$ cat src/rtl/jt12_kon_array_if.sv
// Key-on write port and slot-serial read port between the register
// interface/sequencer (master) and the key-on array (slave).
interface jt12_kon_array_if;
  // up_keyon is a one-cycle (clk_en-qualified) strobe carrying keyon_ch/keyon_op;
  // keyon_busy stays high until the pending write is applied, and a new strobe
  // while busy replaces the pending data. No back-pressure: writes are never stalled.
  logic [3:0] keyon_op;
  logic [2:0] keyon_ch;
  logic       up_keyon;
  logic       keyon_busy;
  logic [1:0] next_op;
  logic [2:0] next_ch;
  logic       keyon_I;
  logic       kon_edge;
  logic       koff_edge;

  modport master (
    output keyon_op, keyon_ch, up_keyon, next_op, next_ch,
    input  keyon_busy, keyon_I, kon_edge, koff_edge
  );

  modport slave (
    input  keyon_op, keyon_ch, up_keyon, next_op, next_ch,
    output keyon_busy, keyon_I, kon_edge, koff_edge
  );
endinterface

$ cat src/rtl/jt12_kon_array.sv
// Key-on state array with slot-aligned atomic channel writes and edge detection.
// Optional CSM keying on timer A overflow is enabled by defining JT12_KON_CSM_EN.
module jt12_kon_array #(
  parameter int NUM_CH = 6,
  parameter int CSM_CH = 2
) (
  input  logic             clk,
  input  logic             rst,
  input  logic             clk_en,
  input  logic             csm,
  input  logic             overflow_A,
  jt12_kon_array_if.slave  bus,
  output logic             dbg_state
);

  typedef enum logic {
    ST_IDLE = 1'b0,
    ST_PEND = 1'b1
  } state_t;

  state_t     state, state_nxt;
  logic [2:0] pend_ch;
  logic [3:0] pend_op;
  logic       load_pend;
  logic       do_apply;
  logic       write_ok;
  logic [1:0] op_bit;
  logic [3:0] kon  [NUM_CH];
  logic [3:0] prev [NUM_CH];
  logic       arr_bit;
  logic       prev_bit;
  logic       csm_bit;
  logic       eff;

  assign write_ok       = bus.up_keyon && ({1'b0, bus.keyon_ch} < 4'(NUM_CH));
  // Slot order is S1,S3,S2,S4: swapping the two bits gives the mask bit index.
  assign op_bit         = {bus.next_op[0], bus.next_op[1]};
  assign bus.keyon_busy = (state == ST_PEND);
  assign dbg_state      = state;

  always_comb begin
    arr_bit  = 1'b0;
    prev_bit = 1'b0;
    for (int c = 0; c < NUM_CH; c++) begin
      if (bus.next_ch == 3'(c)) begin
        arr_bit  = kon[c][op_bit];
        prev_bit = prev[c][op_bit];
      end
    end
  end

`ifdef JT12_KON_CSM_EN
  logic       csm_hold;
  logic [1:0] csm_op;
  logic [2:0] csm_ch;

  assign csm_bit = csm & csm_hold & (bus.next_ch == 3'(CSM_CH));

  // Hold lasts until the recorded slot comes round again: exactly one rotation.
  always_ff @(posedge clk) begin
    if (rst) begin
      csm_hold <= 1'b0;
      csm_op   <= 2'd0;
      csm_ch   <= 3'd0;
    end else if (clk_en) begin
      if (overflow_A) begin
        csm_hold <= 1'b1;
        csm_op   <= bus.next_op;
        csm_ch   <= bus.next_ch;
      end else if (csm_hold && bus.next_op == csm_op && bus.next_ch == csm_ch) begin
        csm_hold <= 1'b0;
      end
    end
  end
`else
  localparam int unused_csm_ch = CSM_CH;
  logic unused_csm;
  assign unused_csm = csm ^ overflow_A;
  assign csm_bit    = 1'b0;
`endif

  assign eff = arr_bit | csm_bit;

  always_comb begin
    state_nxt = state;
    load_pend = 1'b0;
    do_apply  = 1'b0;
    case (state)
      ST_IDLE: begin
        if (write_ok) begin
          load_pend = 1'b1;
          state_nxt = ST_PEND;
        end
      end
      ST_PEND: begin
        if (bus.next_ch == pend_ch && bus.next_op == 2'd3) begin
          do_apply  = 1'b1;
          state_nxt = ST_IDLE;
        end
        // A write landing on the apply edge becomes the next pending write.
        if (write_ok) begin
          load_pend = 1'b1;
          state_nxt = ST_PEND;
        end
      end
      default: state_nxt = ST_IDLE;
    endcase
  end

  always_ff @(posedge clk) begin
    if (rst) begin
      state <= ST_IDLE;
    end else if (clk_en) begin
      state <= state_nxt;
    end
  end

  always_ff @(posedge clk) begin
    if (rst) begin
      pend_ch       <= 3'd0;
      pend_op       <= 4'd0;
      bus.keyon_I   <= 1'b0;
      bus.kon_edge  <= 1'b0;
      bus.koff_edge <= 1'b0;
      for (int c = 0; c < NUM_CH; c++) begin
        kon[c]  <= 4'd0;
        prev[c] <= 4'd0;
      end
    end else if (clk_en) begin
      if (load_pend) begin
        pend_ch <= bus.keyon_ch;
        pend_op <= bus.keyon_op;
      end
      for (int c = 0; c < NUM_CH; c++) begin
        if (do_apply && pend_ch == 3'(c)) kon[c] <= pend_op;
        if (bus.next_ch == 3'(c)) prev[c][op_bit] <= eff;
      end
      bus.keyon_I   <= eff;
      bus.kon_edge  <= eff & ~prev_bit;
      bus.koff_edge <= ~eff & prev_bit;
    end
  end

endmodule

$ cat src/flat_wrapper.sv
// flat-port wrapper written by rule: the top's interface ports become plain ports
module jt12_kon_array_flat 
#(
  parameter int NUM_CH = 6,
  parameter int CSM_CH = 2
)
  (clk, rst, clk_en, csm, overflow_A, dbg_state, bus_keyon_op, bus_keyon_ch, bus_up_keyon, bus_next_op, bus_next_ch, bus_keyon_busy, bus_keyon_I, bus_kon_edge, bus_koff_edge);
  jt12_kon_array_if bus_i ();
  input  logic clk;
  input  logic rst;
  input  logic clk_en;
  input  logic csm;
  input  logic overflow_A;
  output logic dbg_state;
  input wire logic [$bits(bus_i.keyon_op)-1:0] bus_keyon_op;
  input wire logic [$bits(bus_i.keyon_ch)-1:0] bus_keyon_ch;
  input wire logic [$bits(bus_i.up_keyon)-1:0] bus_up_keyon;
  input wire logic [$bits(bus_i.next_op)-1:0] bus_next_op;
  input wire logic [$bits(bus_i.next_ch)-1:0] bus_next_ch;
  output wire logic [$bits(bus_i.keyon_busy)-1:0] bus_keyon_busy;
  output wire logic [$bits(bus_i.keyon_I)-1:0] bus_keyon_I;
  output wire logic [$bits(bus_i.kon_edge)-1:0] bus_kon_edge;
  output wire logic [$bits(bus_i.koff_edge)-1:0] bus_koff_edge;
  assign bus_i.keyon_op = bus_keyon_op;
  assign bus_i.keyon_ch = bus_keyon_ch;
  assign bus_i.up_keyon = bus_up_keyon;
  assign bus_i.next_op = bus_next_op;
  assign bus_i.next_ch = bus_next_ch;
  assign bus_keyon_busy = bus_i.keyon_busy;
  assign bus_keyon_I = bus_i.keyon_I;
  assign bus_kon_edge = bus_i.kon_edge;
  assign bus_koff_edge = bus_i.koff_edge;
  jt12_kon_array #(.NUM_CH(NUM_CH), .CSM_CH(CSM_CH)) u_core (.clk(clk), .rst(rst), .clk_en(clk_en), .csm(csm), .overflow_A(overflow_A), .bus(bus_i), .dbg_state(dbg_state));
endmodule
$ cat config.mk
export PLATFORM = sky130hd
export DESIGN_NAME = jt12_kon_array_flat
export DESIGN_NICKNAME = d
export VERILOG_FILES = /design/src/rtl/jt12_kon_array_if.sv /design/src/rtl/jt12_kon_array.sv /design/src/flat_wrapper.sv
export SDC_FILE = /design/constraint.sdc
export NUM_CORES = 1
export LEC_CHECK = 0
export BUFFER_PORTS_ARGS = -buffer_cell sky130_fd_sc_hd__buf_2
export CORE_UTILIZATION = 64
export CTS_CLUSTER_DIAMETER = 60
export DETAILED_ROUTE_END_ITERATION = 8
export PLACE_DENSITY = 0.84
export SYNTH_ARGS = -nofsm -noshare
export SYNTH_HDL_FRONTEND = slang
export SYNTH_SLANG_ARGS = --single-unit
$ cat constraint.sdc
create_clock -name clk -period 3.4 [get_ports clk]
set_input_delay 0.68 -clock clk [delete_from_list [all_inputs] [get_ports clk]]
set_output_delay 0.68 -clock clk [all_outputs]
set_load 0.05 [all_outputs]
==> insert_results.sql <==
INSERT INTO impl_metrics (metric_group, metric, value, unit) VALUES
('sta', 'maxSlewHeadroom', '0.516', ''),
('sta', 'finalClockSkew', '0.00507', 'ns'),
('synthesis', 'syn-cell-area', '3070', 'sq um'),
('power_and_ir_drop', 'pwr-share-seq', '0.551', ''),
('layout', 'n_antenna_cell', '0', ''),
('routing', 'drcViolationCount', '0', ''),
('synthesis', 'postSynthNetCount', '270', ''),
('power_and_ir_drop', 'ir_worst_vdd', '0.329', 'mV'),
('routing', 'drt_first_iter_violations', '137', ''),
('power_and_ir_drop', 'power_density', '455', 'nW/um^2'),
('synthesis', 'synth_top_area_share', '0.470', ''),
('routing', 'post_drt_wl_per_cell', '17.8', 'microns'),
('placed_design', 'hpwl_reported_at_the_end_of_detailed_placement', '3850', 'microns'),
('clock_tree', 'cts.clk_slew.worst_paths', '0.06', 'ns'),
('sta', 'total_negative_slack_for_setup_checks', '0', 'ns'),
('floorplanning', 'die_width', '71.2', 'microns'),
('global_route', 'grt_usage', '0.254', ''),
('global_route', 'number_of_antenna_violations_at_the_first_check_in_global_routing', '0', ''),
('routing', 'drt.antenna.violating_nets', '0', ''),
('setup_path', 'cp-start-kind', 'primary input', ''),
('sta', 'layout_setup_ws', '0.903', 'ns'),
('setup_path', 'crit_type', 'in -> reg', ''),
('synthesis', 'post_synthesis_sequential_area_ratio', '0.542', ''),
('clock_tree', 'cts_root_buf', 'clkbuf_8', ''),
('floorplanning', 'core_area', '4470', 'sq um'),
('clock_tree', 'cts.htree.levels', '3', ''),
('layout', 'area.growth.synth_to_final', '6.53', '%'),
('sta', 'worst_slew_pin_slew', '0.727', 'ns'),
('layout', 'share_of_final_layout_standard_cells_stronger_than_drive_strength_1', '0.187', ''),
('clock_tree', 'tritoncts', 'built', ''),
('synthesis', 'ys_warnings', '0', ''),
('power_and_ir_drop', 'clock_power_share', '0.343', ''),
('routing', 'totalWireLength', '5680', 'microns'),
('floorplanning', 'fp-row-count', '24', ''),
('floorplanning', 'floorplan.die.height', '71.2', 'microns'),
('min_path', 'min_path_type', 'reg -> reg', ''),
('setup_path', 'worst_setup_path_end_kind', 'register', ''),
('power_and_ir_drop', 'power.switching', '0.365', 'mW'),
('routing', 'drt_pre_antenna_iters', '4', ''),
('synthesis', 'yosys_register_bits', '59', ''),
('sta', 'maximum_clock_rate', '0.400', 'GHz'),
('clock_tree', 'clock_sink_count', '59', ''),
('placed_design', 'port_buffers', '20', ''),
('clock_tree', 'cts_hold_buf', '0', ''),
('sta', 'setup_viol_count_final', '0', ''),
('global_route', 'global_route.overflow_total', '0', ''),
('setup_path', 'cp_max_fo', '22', ''),
('floorplanning', 'initial_utilization', '0.685', ''),
('flow_run', 'drv.max_cap_violation_count', '0', ''),
('placed_design', 'gp_congestion', '0.727', ''),
('sta', 'layout_min_cycle_time', '2.50', 'ns'),
('global_route', 'vias_in_the_first_global_route', '1962', ''),
('floorplanning', 'ioPinCount', '23', ''),
('sta', 'rsz0062_at_grt', 'false', ''),
('power_and_ir_drop', 'power.share.switching', '0.246', ''),
('sta', 'final-max-slew-violation-count', '0', ''),
('global_route', 'grt_start_max_net_pins', '49', ''),
('synthesis', 'synth_edf_count', '48', ''),
('synthesis', 'synth.distinct_cells', '37', ''),
('power_and_ir_drop', 'combinational_power_share', '0.105', ''),
('power_and_ir_drop', 'leakage', '1.14', 'nW'),
('global_route', 'wire_length_of_the_first_global_routing_pass', '9300', 'microns'),
('synthesis', 'post-synth-top-area-cell', 'edfxtp_1', ''),
('sta', 'min_period_over_period', '0.734', ''),
('power_and_ir_drop', 'internal-power', '1.12', 'mW'),
('layout', 'final_net_count', '281', ''),
('clock_tree', 'post_cts.resized_instances', '0', ''),
('clock_tree', 'cts_buffer_depth', '2', ''),
('floorplanning', 'dieArea', '5070', 'sq um'),
('sta', 'total_count_of_hold_check_failures_in_the_final_report', '0', ''),
('outcome', 'status', 'finished, final reports clean', '');
==> layout by cell type, fill, tap and decap left out, types with 3 or more instances in the layout <==
cell type	netlist	final
mux2i_1	9	9
nand3b_1	3	3
and2_1	25	25
clkbuf_1	9	3
buf_2	4	20
nor2b_1	3	3
mux4_2	11	11
edfxtp_1	48	48
clkbuf_8	0	9
nand3_1	8	8
o21bai_1	30	30
nor3_1	26	26
inv_1	4	4
nor2_1	18	18
nand2_1	6	6
dfxtp_1	11	11
nand2b_1	5	5
==> power by group through the flow <==
stage / logic [mW] / registers, mW / clock network, mW
after global routing: 0.170 / 0.822 / 0.543
after CTS: 0.156 / 0.819 / 0.514
after detailed placement: 0.155 / 0.834 / 0
after global placement: 0.152 / 0.832 / 0
final: 0.156 / 0.819 / 0.510
after floorplan: 0.120 / 0.839 / 0
==> logic make-up after synthesis <==
kind of cell | after synthesis | share of synthesized area
flops | 59 | 0.542
simple gates | 102 | 0.180
mux | 20 | 0.110
compound gates | 44 | 0.116
buf+inv | 24 | 0.0433
xor+xnor | 3 | 0.00857
==> critical path, stage by stage <==
cell     delay [ns]
buf_2          0.37
mux4_2         0.58
a32oi_2        0.26
o211a_4        0.37
or2_2          0.24
nor2_1         0.06
==> state kept, by name (all words and copies together), names as in the netlist <==
name and flops:
u_core.kon 24, u_core.bus.keyon_I 1, u_core.bus.kon_edge 1, u_core.pend_ch 3, u_core.bus.koff_edge 1, u_core.bus.keyon_busy 1
u_core.pend_op 4, u_core.prev 24
==> worst paths after layout <==
path | from | end | slack [ns] | cells past startpoint
setup reg to reg | u_core.kon[0][19] | u_core.prev[0][15] | 1.34 | 5
hold / removal | u_core.bus.koff_edge | u_core.bus.koff_edge | 0.49 | 2
setup / recovery | bus_next_op[1] | u_core.prev[0][15] | 0.90 | 6
hold reg to reg | u_core.bus.koff_edge | u_core.bus.koff_edge | 0.49 | 2
==> through the flow <==
step / util / cells / hold slack, ns / instance area, sq um
after CTS: 0.730 / 320 / 0.499 / 3270
after global routing: 0.730 / 320 / 0.548 / 3270
after global placement: 0.696 / 304 / 0.452 / 3110
final: 0.730 / 320 / 0.494 / 3270
after floorplan: - / 252 / 0.517 / 3070
after detailed placement: 0.696 / 304 / 0.483 / 3110
==> Yosys cell counts, types with 2 or more instances <==
master and n:
buf_6 3, buf_2 4, xor2_1 2, dfxtp_1 11, nand2_1 6, mux4_2 11
o211a_1 2, mux2i_1 9, buf_4 4, clkbuf_1 9, edfxtp_1 48, nand3b_1 3
or2_2 2, nor2b_1 3, nor3_1 26, nand3_1 8, nor2_1 18, nand2b_1 5
a21oi_1 2, a22oi_1 2, nor3b_1 2, and2_1 25, inv_1 4, o21bai_1 30
==> cell type report <==
type	instances	area, sq um
Multi-Input combinational cell	169	1270
Timing Repair Buffer	20	100
Tap cell	52	65.1
Clock inverter	4	17.5
Clock buffer	12	135
Inverter	4	15.0
Fill cell	286	1210
Sequential cell	59	1660
==> layer usage <==
metal	track usage	vias up	wire [microns]
li1	-	963	-
met4	0.138	0	110
met1	0.343	968	2470
met5	0	-	0
met3	0.0464	13	421
met2	0.397	73	2680
No activity file was read; power rests on OpenSTA's default activity.
